File: config.mk
export PLATFORM = sky130hd
export DESIGN_NAME = io_pwm_led_flat
export DESIGN_NICKNAME = d
export VERILOG_FILES = /design/src/rtl/io_pwm_led_pkg.sv /design/src/rtl/io_pwm_led_if.sv /design/src/rtl/io_pwm_led_chan.sv /design/src/rtl/io_pwm_led.sv /design/src/flat_wrapper.sv
export SDC_FILE = /design/constraint.sdc
export NUM_CORES = 1
export LEC_CHECK = 0
export CORE_MARGIN = 10
export CORE_UTILIZATION = 40
export CTS_BUF_LIST = sky130_fd_sc_hd__clkbuf_4 sky130_fd_sc_hd__clkbuf_8 sky130_fd_sc_hd__clkbuf_16
export DETAILED_ROUTE_END_ITERATION = 12
export MAX_ROUTING_LAYER = met4
export PLACE_DENSITY = 0.68
export SYNTH_ARGS = -nofsm -noshare
export SYNTH_HDL_FRONTEND = slang
export SYNTH_SLANG_ARGS = --single-unit
File: constraint.sdc
create_clock -name clk -period 3.3 [get_ports clk]
set_input_delay 0.99 -clock clk [delete_from_list [all_inputs] [get_ports clk]]
set_output_delay 0.99 -clock clk [all_outputs]
set_load 0.02 [all_outputs]
File: src/rtl/io_pwm_led_pkg.sv
// Shared register map and byte-lane helper for the PWM LED block.
// No ports: constants and functions only.
package io_pkg;

    localparam int REG_PRESCALE = 0;
    localparam int REG_CH0      = 1;
    localparam int EN_BIT       = 16;
    localparam int BLINK_BIT    = 17;
    localparam int PRE_W        = 16;

    // Expand the 4 byte-lane enables into a 32-bit bit mask.
    function automatic logic [31:0] lane_mask(input logic [3:0] we);
        return {{8{we[3]}}, {8{we[2]}}, {8{we[1]}}, {8{we[0]}}};
    endfunction

endpackage

File: src/rtl/io_pwm_led_if.sv
// IO store bus: byte-lane write enables, word address, write data.
// master drives the store, slave (the peripheral) receives it.
interface io_pwm_led_if;

    logic [3:0]  st_we_io;
    logic [11:2] st_adr_io;
    logic [31:0] st_data_io;

    modport master (
        output st_we_io,
        output st_adr_io,
        output st_data_io
    );

    modport slave (
        input st_we_io,
        input st_adr_io,
        input st_data_io
    );

endinterface

File: src/rtl/io_pwm_led_chan.sv
// One PWM channel: DUTY/EN/BLINK register, period shadow, compare.
// Ports: clk, rst_n, wr_i/we_i/data_i store, wrap_i, pwm_cnt_i, blink_msb_i, pwm_o.
module io_pwm_chan
    import io_pkg::*;
#(
    parameter int PWM_W = 8
) (
    input  logic             clk,
    input  logic             rst_n,
    input  logic             wr_i,
    input  logic [3:0]       we_i,
    input  logic [31:0]      data_i,
    input  logic             wrap_i,
    input  logic [PWM_W-1:0] pwm_cnt_i,
    input  logic             blink_msb_i,
    output logic             pwm_o
);

    logic [PWM_W-1:0] duty_q, duty_d;
    logic             en_q, en_d;
    logic             blink_q, blink_d;
    logic [PWM_W-1:0] sh_duty_q, sh_duty_d;
    logic             sh_en_q, sh_en_d;
    logic             sh_blink_q, sh_blink_d;
    logic             pwm_d;
    logic [31:0]      m;
    logic             unused_data;

    assign unused_data = ^data_i;
    assign m = wr_i ? lane_mask(we_i) : 32'h0;

    always_comb begin
        duty_d  = (duty_q & ~m[PWM_W-1:0]) | (data_i[PWM_W-1:0] & m[PWM_W-1:0]);
        en_d    = m[EN_BIT] ? data_i[EN_BIT] : en_q;
        blink_d = m[BLINK_BIT] ? data_i[BLINK_BIT] : blink_q;
        // Shadow takes the next-state value so a write on the wrap cycle lands.
        sh_duty_d  = sh_duty_q;
        sh_en_d    = sh_en_q;
        sh_blink_d = sh_blink_q;
        if (wrap_i) begin
            sh_duty_d  = duty_d;
            sh_en_d    = en_d;
            sh_blink_d = blink_d;
        end
        pwm_d = sh_en_q & (pwm_cnt_i < sh_duty_q) & (~sh_blink_q | blink_msb_i);
    end

    always_ff @(posedge clk or negedge rst_n) begin
        if (!rst_n) begin
            duty_q     <= '0;
            en_q       <= 1'b0;
            blink_q    <= 1'b0;
            sh_duty_q  <= '0;
            sh_en_q    <= 1'b0;
            sh_blink_q <= 1'b0;
            pwm_o      <= 1'b0;
        end else begin
            duty_q     <= duty_d;
            en_q       <= en_d;
            blink_q    <= blink_d;
            sh_duty_q  <= sh_duty_d;
            sh_en_q    <= sh_en_d;
            sh_blink_q <= sh_blink_d;
            pwm_o      <= pwm_d;
        end
    end

endmodule

File: src/rtl/io_pwm_led.sv
// Multi-channel PWM LED driver: prescaler, PWM and blink counters.
// Ports: clk, rst_n, st (io store bus slave), pwm_out[NCH-1:0].
module io_pwm_led
    import io_pkg::*;
#(
    parameter int         NCH      = 3,
    parameter int         PWM_W    = 8,
    parameter int         BLINK_W  = 6,
    parameter logic [9:0] BASE_ADR = 10'h100
) (
    input  logic           clk,
    input  logic           rst_n,
    io_pwm_led_if.slave    st,
    output logic [NCH-1:0] pwm_out
);

    logic [PRE_W-1:0]   prescale_q, prescale_d;
    logic [PRE_W-1:0]   pre_cnt_q, pre_cnt_d;
    logic [PWM_W-1:0]   pwm_cnt_q, pwm_cnt_d;
    logic [BLINK_W-1:0] blink_cnt_q, blink_cnt_d;
    logic [10:0]        off;
    logic               hit;
    logic               tick;
    logic               wrap;
    logic [31:0]        pm;

    // Addresses below the base wrap to >= 1024, so one compare bounds both ends.
    assign off = {1'b0, st.st_adr_io} - {1'b0, BASE_ADR};
    assign hit = (|st.st_we_io) && (off <= 11'(NCH));

    assign pm = (hit && off == 11'(REG_PRESCALE)) ? lane_mask(st.st_we_io) : 32'h0;

    // >= so that lowering PRESCALE below pre_cnt ticks at once instead of wrapping.
    assign tick = (pre_cnt_q >= prescale_q);
    assign wrap = tick & (&pwm_cnt_q);

    always_comb begin
        prescale_d  = (prescale_q & ~pm[PRE_W-1:0]) | (st.st_data_io[PRE_W-1:0] & pm[PRE_W-1:0]);
        pre_cnt_d   = tick ? '0 : pre_cnt_q + 1'b1;
        pwm_cnt_d   = tick ? pwm_cnt_q + 1'b1 : pwm_cnt_q;
        blink_cnt_d = wrap ? blink_cnt_q + 1'b1 : blink_cnt_q;
    end

    always_ff @(posedge clk or negedge rst_n) begin
        if (!rst_n) begin
            prescale_q  <= '0;
            pre_cnt_q   <= '0;
            pwm_cnt_q   <= '0;
            blink_cnt_q <= '0;
        end else begin
            prescale_q  <= prescale_d;
            pre_cnt_q   <= pre_cnt_d;
            pwm_cnt_q   <= pwm_cnt_d;
            blink_cnt_q <= blink_cnt_d;
        end
    end

    for (genvar i = 0; i < NCH; i++) begin : g_ch
        io_pwm_chan #(
            .PWM_W(PWM_W)
        ) u_chan (
            .clk        (clk),
            .rst_n      (rst_n),
            .wr_i       (hit && off == 11'(REG_CH0 + i)),
            .we_i       (st.st_we_io),
            .data_i     (st.st_data_io),
            .wrap_i     (wrap),
            .pwm_cnt_i  (pwm_cnt_q),
            .blink_msb_i(blink_cnt_q[BLINK_W-1]),
            .pwm_o      (pwm_out[i])
        );
    end

endmodule
File: src/flat_wrapper.sv
// flat-port wrapper written by rule: the top's interface ports become plain ports
module io_pwm_led_flat import io_pkg::*;
#(
    parameter int         NCH      = 3,
    parameter int         PWM_W    = 8,
    parameter int         BLINK_W  = 6,
    parameter logic [9:0] BASE_ADR = 10'h100
)
  (clk, rst_n, pwm_out, st_st_we_io, st_st_adr_io, st_st_data_io);
  io_pwm_led_if st_i ();
  input  logic clk;
  input  logic rst_n;
  output logic [NCH-1:0] pwm_out;
  input wire logic [$bits(st_i.st_we_io)-1:0] st_st_we_io;
  input wire logic [$bits(st_i.st_adr_io)-1:0] st_st_adr_io;
  input wire logic [$bits(st_i.st_data_io)-1:0] st_st_data_io;
  assign st_i.st_we_io = st_st_we_io;
  assign st_i.st_adr_io = st_st_adr_io;
  assign st_i.st_data_io = st_st_data_io;
  io_pwm_led #(.NCH(NCH), .PWM_W(PWM_W), .BLINK_W(BLINK_W), .BASE_ADR(BASE_ADR)) u_core (.clk(clk), .rst_n(rst_n), .st(st_i), .pwm_out(pwm_out));
endmodule
=== After elaboration in Yosys (flattened, before gate mapping) ===
Index checks and enable logic that the tools add are counted.

* Register bits: 109
* Bits in latches: 0
* Bits in writable memories: 0
* Bits in read-only memories: 0
* Bits of input ports: 48
* Output and inout bits: 3
* Logic and storage cells: 85
* Memories: 0

* Add/sub/neg operators: 4
* Multipliers: 0
* Divide/modulo/power cells: 0
* Order comparisons: 5
* Equality and inequality tests: 3
* Shift operators: 0
* Multiplexer cells: 11
* Bitwise operators: 29
* Reduce and logical (&&, ||, !) cells: 8

{| class="wikitable"
|+ Operator list
! operator !! count
|-
| $mux 18 || 3
|-
| $and 8x8->8 || 6
|-
| $and 16x16->16 || 2
|-
| $mux 16 || 2
|-
| $lt 8x8->1 || 3
|-
| $not 8->8 || 3
|-
| $or 8x8->8 || 3
|-
| $eq 11x2->1 const B || 2
|-
| $add 16x1->16 const B || 1
|-
| $ge 16x16->1 || 1
|-
| $not 16->16 || 1
|-
| $or 16x16->16 || 1
|-
| $eq 11x1->1 const B || 1
|-
| $le 11x2->1 const B || 1
|-
| $logic_not 11->1 || 1
|-
| $sub 10x9->11 const B || 1
|-
| $add 8x1->8 const B || 1
|-
| $reduce_and 8->1 || 1
|-
| $and 1x1->1 || 7
|-
| $add 6x1->6 const B || 1
|-
| $mux 1 || 6
|-
| $logic_and 1x1->1 || 5
|-
| $reduce_or 4->1 || 1
|-
| $not 1->1 || 3
|-
| $or 1x1->1 || 3
|}

=== Logic depth before layout (Yosys ltp) ===
* Depth in word-level cells: 8
* Mapped depth: 10
* Gate-level depth less buffers: 8

=== Modules after synthesis ===
A second synthesis with hierarchy kept.

* Cells, all modules: 447
* Area, all modules: 5282.6 um^2

{| class="wikitable"
|+ By module, submodules not included
! module !! instances !! cells an instance !! area each (um^2) !! sequential area each (um^2)
|-
| io_pwm_chan || 3 || 76 || 944.7 || 525.5
|-
| io_pwm_led || 1 || 219 || 2448.6 || 1151.1
|}

=== Worst setup path after synthesis ===
OpenSTA, ideal clock, no wires.

* Kind: input port to flip-flop
* Start point: input st_st_adr_io[9]
* End point: register u_core.g_ch[1].u_chan.sh_duty_q[0]
* Library setup time: 0.125 ns
* Arrival time: 2.906 ns
* Required time: 3.175 ns
* Path slack: 0.269 ns
* Cell stages on the path: 9
* Buffers on the path: 1
* Path through: inv_1 > ha_1 > or4b_4 > nor4_4 > and2_4 > and3_1 > buf_4 > mux2_2 > mux2_2

* Longest elaborated chain between the ends: 8
* Elaborated cells between the ends (all ways): 10
* Those cells by class: add/sub: 1; order compare: 1; eq/ne: 1; mux: 1; bitwise: 4; reduce/logical: 2

{| class="wikitable"
|+ Ends and longest elaborated chain
! element !! RTL line !! text
|-
| start, declared || flat_wrapper.sv:15 || <nowiki>input wire logic [$bits(st_i.st_adr_io)-1:0] st_st_adr_io;</nowiki>
|-
| $sub 10x9->11 (*) || io_pwm_led.sv:28 || <nowiki>assign off = {1'b0, st.st_adr_io} - {1'b0, BASE_ADR};</nowiki>
|-
| $le 11x2->1 || io_pwm_led.sv:29 || <nowiki>assign hit = (|st.st_we_io) && (off <= 11'(NCH));</nowiki>
|-
| $logic_and 1x1->1 || io_pwm_led.sv:29 ||
|-
| $logic_and 1x1->1 (*) || io_pwm_led.sv:64 || <nowiki>.wr_i (hit && off == 11'(REG_CH0 + i)),</nowiki>
|-
| $mux 18 (*) || io_pwm_led_chan.sv:30 || <nowiki>assign m = wr_i ? lane_mask(we_i) : 32'h0;</nowiki>
|-
| $not 8->8 || io_pwm_led_chan.sv:33 || <nowiki>duty_d = (duty_q & ~m[PWM_W-1:0]) | (data_i[PWM_W-1:0] & m[PWM_W-1:0]);</nowiki>
|-
| $and 8x8->8 || io_pwm_led_chan.sv:33 ||
|-
| $or 8x8->8 (*) || io_pwm_led_chan.sv:33 ||
|-
| named net u_core.g_ch[1].u_chan.duty_d[0] || io_pwm_led_chan.sv:19 || <nowiki>logic [PWM_W-1:0] duty_q, duty_d;</nowiki>
|-
| end signal, assigned || io_pwm_led_chan.sv:61 || <nowiki>sh_duty_q <= sh_duty_d;</nowiki>
|-
| end, declared || io_pwm_led_chan.sv:22 || <nowiki>logic [PWM_W-1:0] sh_duty_q, sh_duty_d;</nowiki>
|}

Mark *: on every way through the listed nets, which the timed path passes. The rest lies on a longest branch.
A chain may end at the register's enable or synchronous reset.

==> flow_summary_export.csv <==
group,metric,value,unit
outcome,outcome,"finished, final reports clean",
floorplanning,boundaryPins,51,
yosys,synth_compound_area_share,3.63,%
global_routing,antenna_found_initial,0,
worst_setup_path,worstSetupEndpointType,"flop",
global_routing,grt_pass1_wl,17200,um
worst_setup_path,start_kind,"input pin",
yosys,async_flop_share,100,%
placement,dp_slack,-253,ps
routing,wl_met1,4300,um
yosys,synth_top_family_by_area,"multiplexers",
placement,gp_routability_congestion,0.774,
timing,tightest_slew,463,ps
routing,routed_wl,9980,um
timing,rsz0062_at_grt,"yes",
final_layout,drive_gt1_share,23.1,%
global_routing,grt_usage,12.0,%
yosys,synthXorXnorAreaFrac,4.29,%
timing,hold_violations,0,
global_routing,grt_pass1_vias,3501,
routing,drt-wirelength-per-cell,15.3,um
placement,dp.cells,637,
yosys,synth_ff_type,"dfrtp_1",
flow_run,timing.max_cap.violations,0,
clocking,cts_tree,"done",
worst_setup_path,required,3540,ps
timing,post-route-period-util,96.7,%
clocking,path_clk_slew,70,ps
global_routing,grt_max_degree,89,
power,power,3.13,mW
worst_setup_path,r2r_start,"u_core.pre_cnt_q[0]$_DFF_PN0_",
routing,dr_wl_met3,362,um
yosys,ys_ff_latch,109,
routing,drt-vias-per-instance,5.00,
floorplanning,die_area,18300,um^2
routing,wl_met2,5230,um
routing,detail-route-antenna-nets,0,
final_layout,area_growth,18.1,%
yosys,synthesis.instances,428,
timing,finalWorstSetupSlack,108,ps
yosys,synth.avg_cell_area,12.4,um^2
worst_setup_path,crit_chain,"clkdlybuf4s50_1, inv_1, ha_1, or4b_1, nor3_2, nand2_1, nor2_1, nand2_1, mux2_2",
worst_setup_path,r2r_end,"u_core.g_ch[0].u_chan.sh_blink_q$_DFFE_PN0P_",
clocking,cts_root_buf,"clkbuf_16",
placement,dp_hpwl,7170,um
yosys,yosysUniqueCellTypes,37,
routing,top_layer,"met4",
floorplanning,coreArea,13100,um^2
worst_setup_path,worst-endpoint-arrival,3430,ps
power,p_per_area,500,nW/um^2
final_layout,antenna_cells,0,
timing,min_period,3190,ps
timing,worst_hold_slack,490,ps
worst_setup_path,timing.reg2reg.setup_slack,680,ps
timing,relSlewSlack,69.2,%
yosys,synth_mux_area_share,16.5,%
worst_setup_path,startpoint,"st_st_adr_io[9]",
power,ir_drop,0.000263,V
worst_setup_path,max_stage_delay,570,ps
worst_setup_path,crit_type,"input pin to flop",
clocking,numCtsBuffers,9,
final_layout,stdcell_count,653,
clocking,clk_latency,360,ps
yosys,synth-edff-count,0,
yosys,ys_seq_area_share,51.4,%
global_routing,grt_overflow,0,
worst_hold_path,hp-class,"flop to flop",
final_layout,fin_nets,561,
power,total_leakage_power,2.93,nW
timing,max_freq,313,MHz
timing,drv_slew,0,
yosys,yosysWarnings,0,
yosys,synth_adder_area_share,9.67,%
routing,drtIter0Drc,193,
routing,vias,3262,
clocking,cts_buffer_depth,2,
floorplanning,die_h,135,um
clocking,cts_htree_levels,3,
routing,dr.pass1.iters,6,
final_layout,fillers,1180,
worst_setup_path,worstPathMaxFanout,8,
clocking,clock_sinks,109,
timing,final-setup-viol-count,0,
floorplanning,placementRows,42,
routing,drc_errors,0,
placement,portBuffers,36,
worst_hold_path,whs_path_depth,1,
worst_setup_path,crit_path_top_delay_cell,"or4b_1",
yosys,synth_nets,517,
floorplanning,start_util,40.4,%
timing,fin_worst_skew,9.28,ps
worst_setup_path,reg2reg_depth,9,
floorplanning,die_x,135,um
yosys,synth_simple_gate_area_share,10.5,%
yosys,syn_area,5310,um^2
worst_setup_path,worst_path_most_repeated_cell,"nand2_1",
[cell usage in the layout (no fill, tap or decap), types with 9 or more instances in the layout]
cell type and n:
nand2_1 16, clkdlybuf4s50_1 35, clkbuf_16 9, dfrtp_1 109
xnor2_1 14, nor2_1 21, nand3_1 10, nand4_1 10
mux2_2 78, ha_1 41, xor2_1 12, and3_1 12
inv_1 39
[report_power, final]
part / switching, mW / total [mW] / internal (mW) / leakage (nW)
registers: 0.0865 / 1.47 / 1.39 / 1.51
logic: 0.218 / 0.454 / 0.236 / 1.26
clock network: 0.522 / 1.21 / 0.684 / 0.160
[cell usage after synthesis (5+ instances only)]
cell	instances	share of area, %
a21o_1	6	0.85
a21oi_1	5	0.47
and3_1	12	1.4
buf_2	5	0.47
dfrtp_1	109	51
ha_1	41	9.7
inv_1	39	2.8
mux2_2	78	17
nand2_1	16	1.1
nand2b_1	7	0.83
nand3_1	10	0.94
nand4_1	10	1.2
nor2_1	21	1.5
o21ai_0	5	0.47
xnor2_1	14	2.3
xor2_1	12	2.0
[logic make-up (layout without fill, tap and decap cells)]
logic type | Yosys count | after routing
AO/OA/AOI/OAI | 29 | 29
AND/OR/NAND/NOR | 95 | 95
flip-flops | 109 | 109
buffers and inverters | 50 | 99
XOR/XNOR | 26 | 26
multiplexers | 78 | 78
adder cells (fa/ha/maj) | 41 | 41
[worst min path at each step]
stage	endpoint	startpoint
final	u_core.blink_cnt_q[4]$_DFFE_PN0P_	u_core.blink_cnt_q[4]$_DFFE_PN0P_
after global routing	u_core.g_ch[0].u_chan.duty_q[7]$_DFF_PN0_	u_core.g_ch[0].u_chan.duty_q[7]$_DFF_PN0_
after CTS	u_core.blink_cnt_q[4]$_DFFE_PN0P_	u_core.blink_cnt_q[4]$_DFFE_PN0P_
after detailed placement	u_core.blink_cnt_q[4]$_DFFE_PN0P_	u_core.blink_cnt_q[4]$_DFFE_PN0P_
after global placement	u_core.blink_cnt_q[4]$_DFFE_PN0P_	u_core.blink_cnt_q[4]$_DFFE_PN0P_
after floorplan	u_core.blink_cnt_q[4]$_DFFE_PN0P_	u_core.blink_cnt_q[4]$_DFFE_PN0P_
[metrics by stage]
stage | util (%) | setup TNS (ps) | area [um^2]
global placement | 45.1 | -8330 | 5920
finish | 47.7 | 0 | 6270
detailed placement | 45.1 | -9780 | 5920
floorplan | - | 0 | 5310
CTS | 47.7 | 0 | 6270
global route | 47.7 | -614 | 6270
[per-layer routing]
metal / global-route usage [%] / vias up
met5: - / -
met4: 3.41 / 0
met3: 3.64 / 8
met2: 20.6 / 38
met1: 13.4 / 1638
li1: - / 1578
[critical path: cells and delay by family]
family        cells  cell delay (ps)
simple gates      5             1340
fa+ha+maj         1              250
mux               1              350
buf+inv           2              490
[layout make-up]
type | count | area (um^2) | area share [%]
timing repair buffer | 44 | 455 | 7.26
sequential | 109 | 2730 | 43.5
clock buffer | 9 | 225 | 3.59
inverter | 39 | 146 | 2.33
clock inverter | 7 | 124 | 1.98
multi-input combinational | 269 | 2370 | 37.8
tap | 176 | 220 | 3.51
[what timing repair did]
item,CTS,global route
endpoints found under the setup margin,0,16
buffers inserted,0,0
gates resized for setup,0,0
hold buffers,0,0
Power figures use the tool's default switching activity.
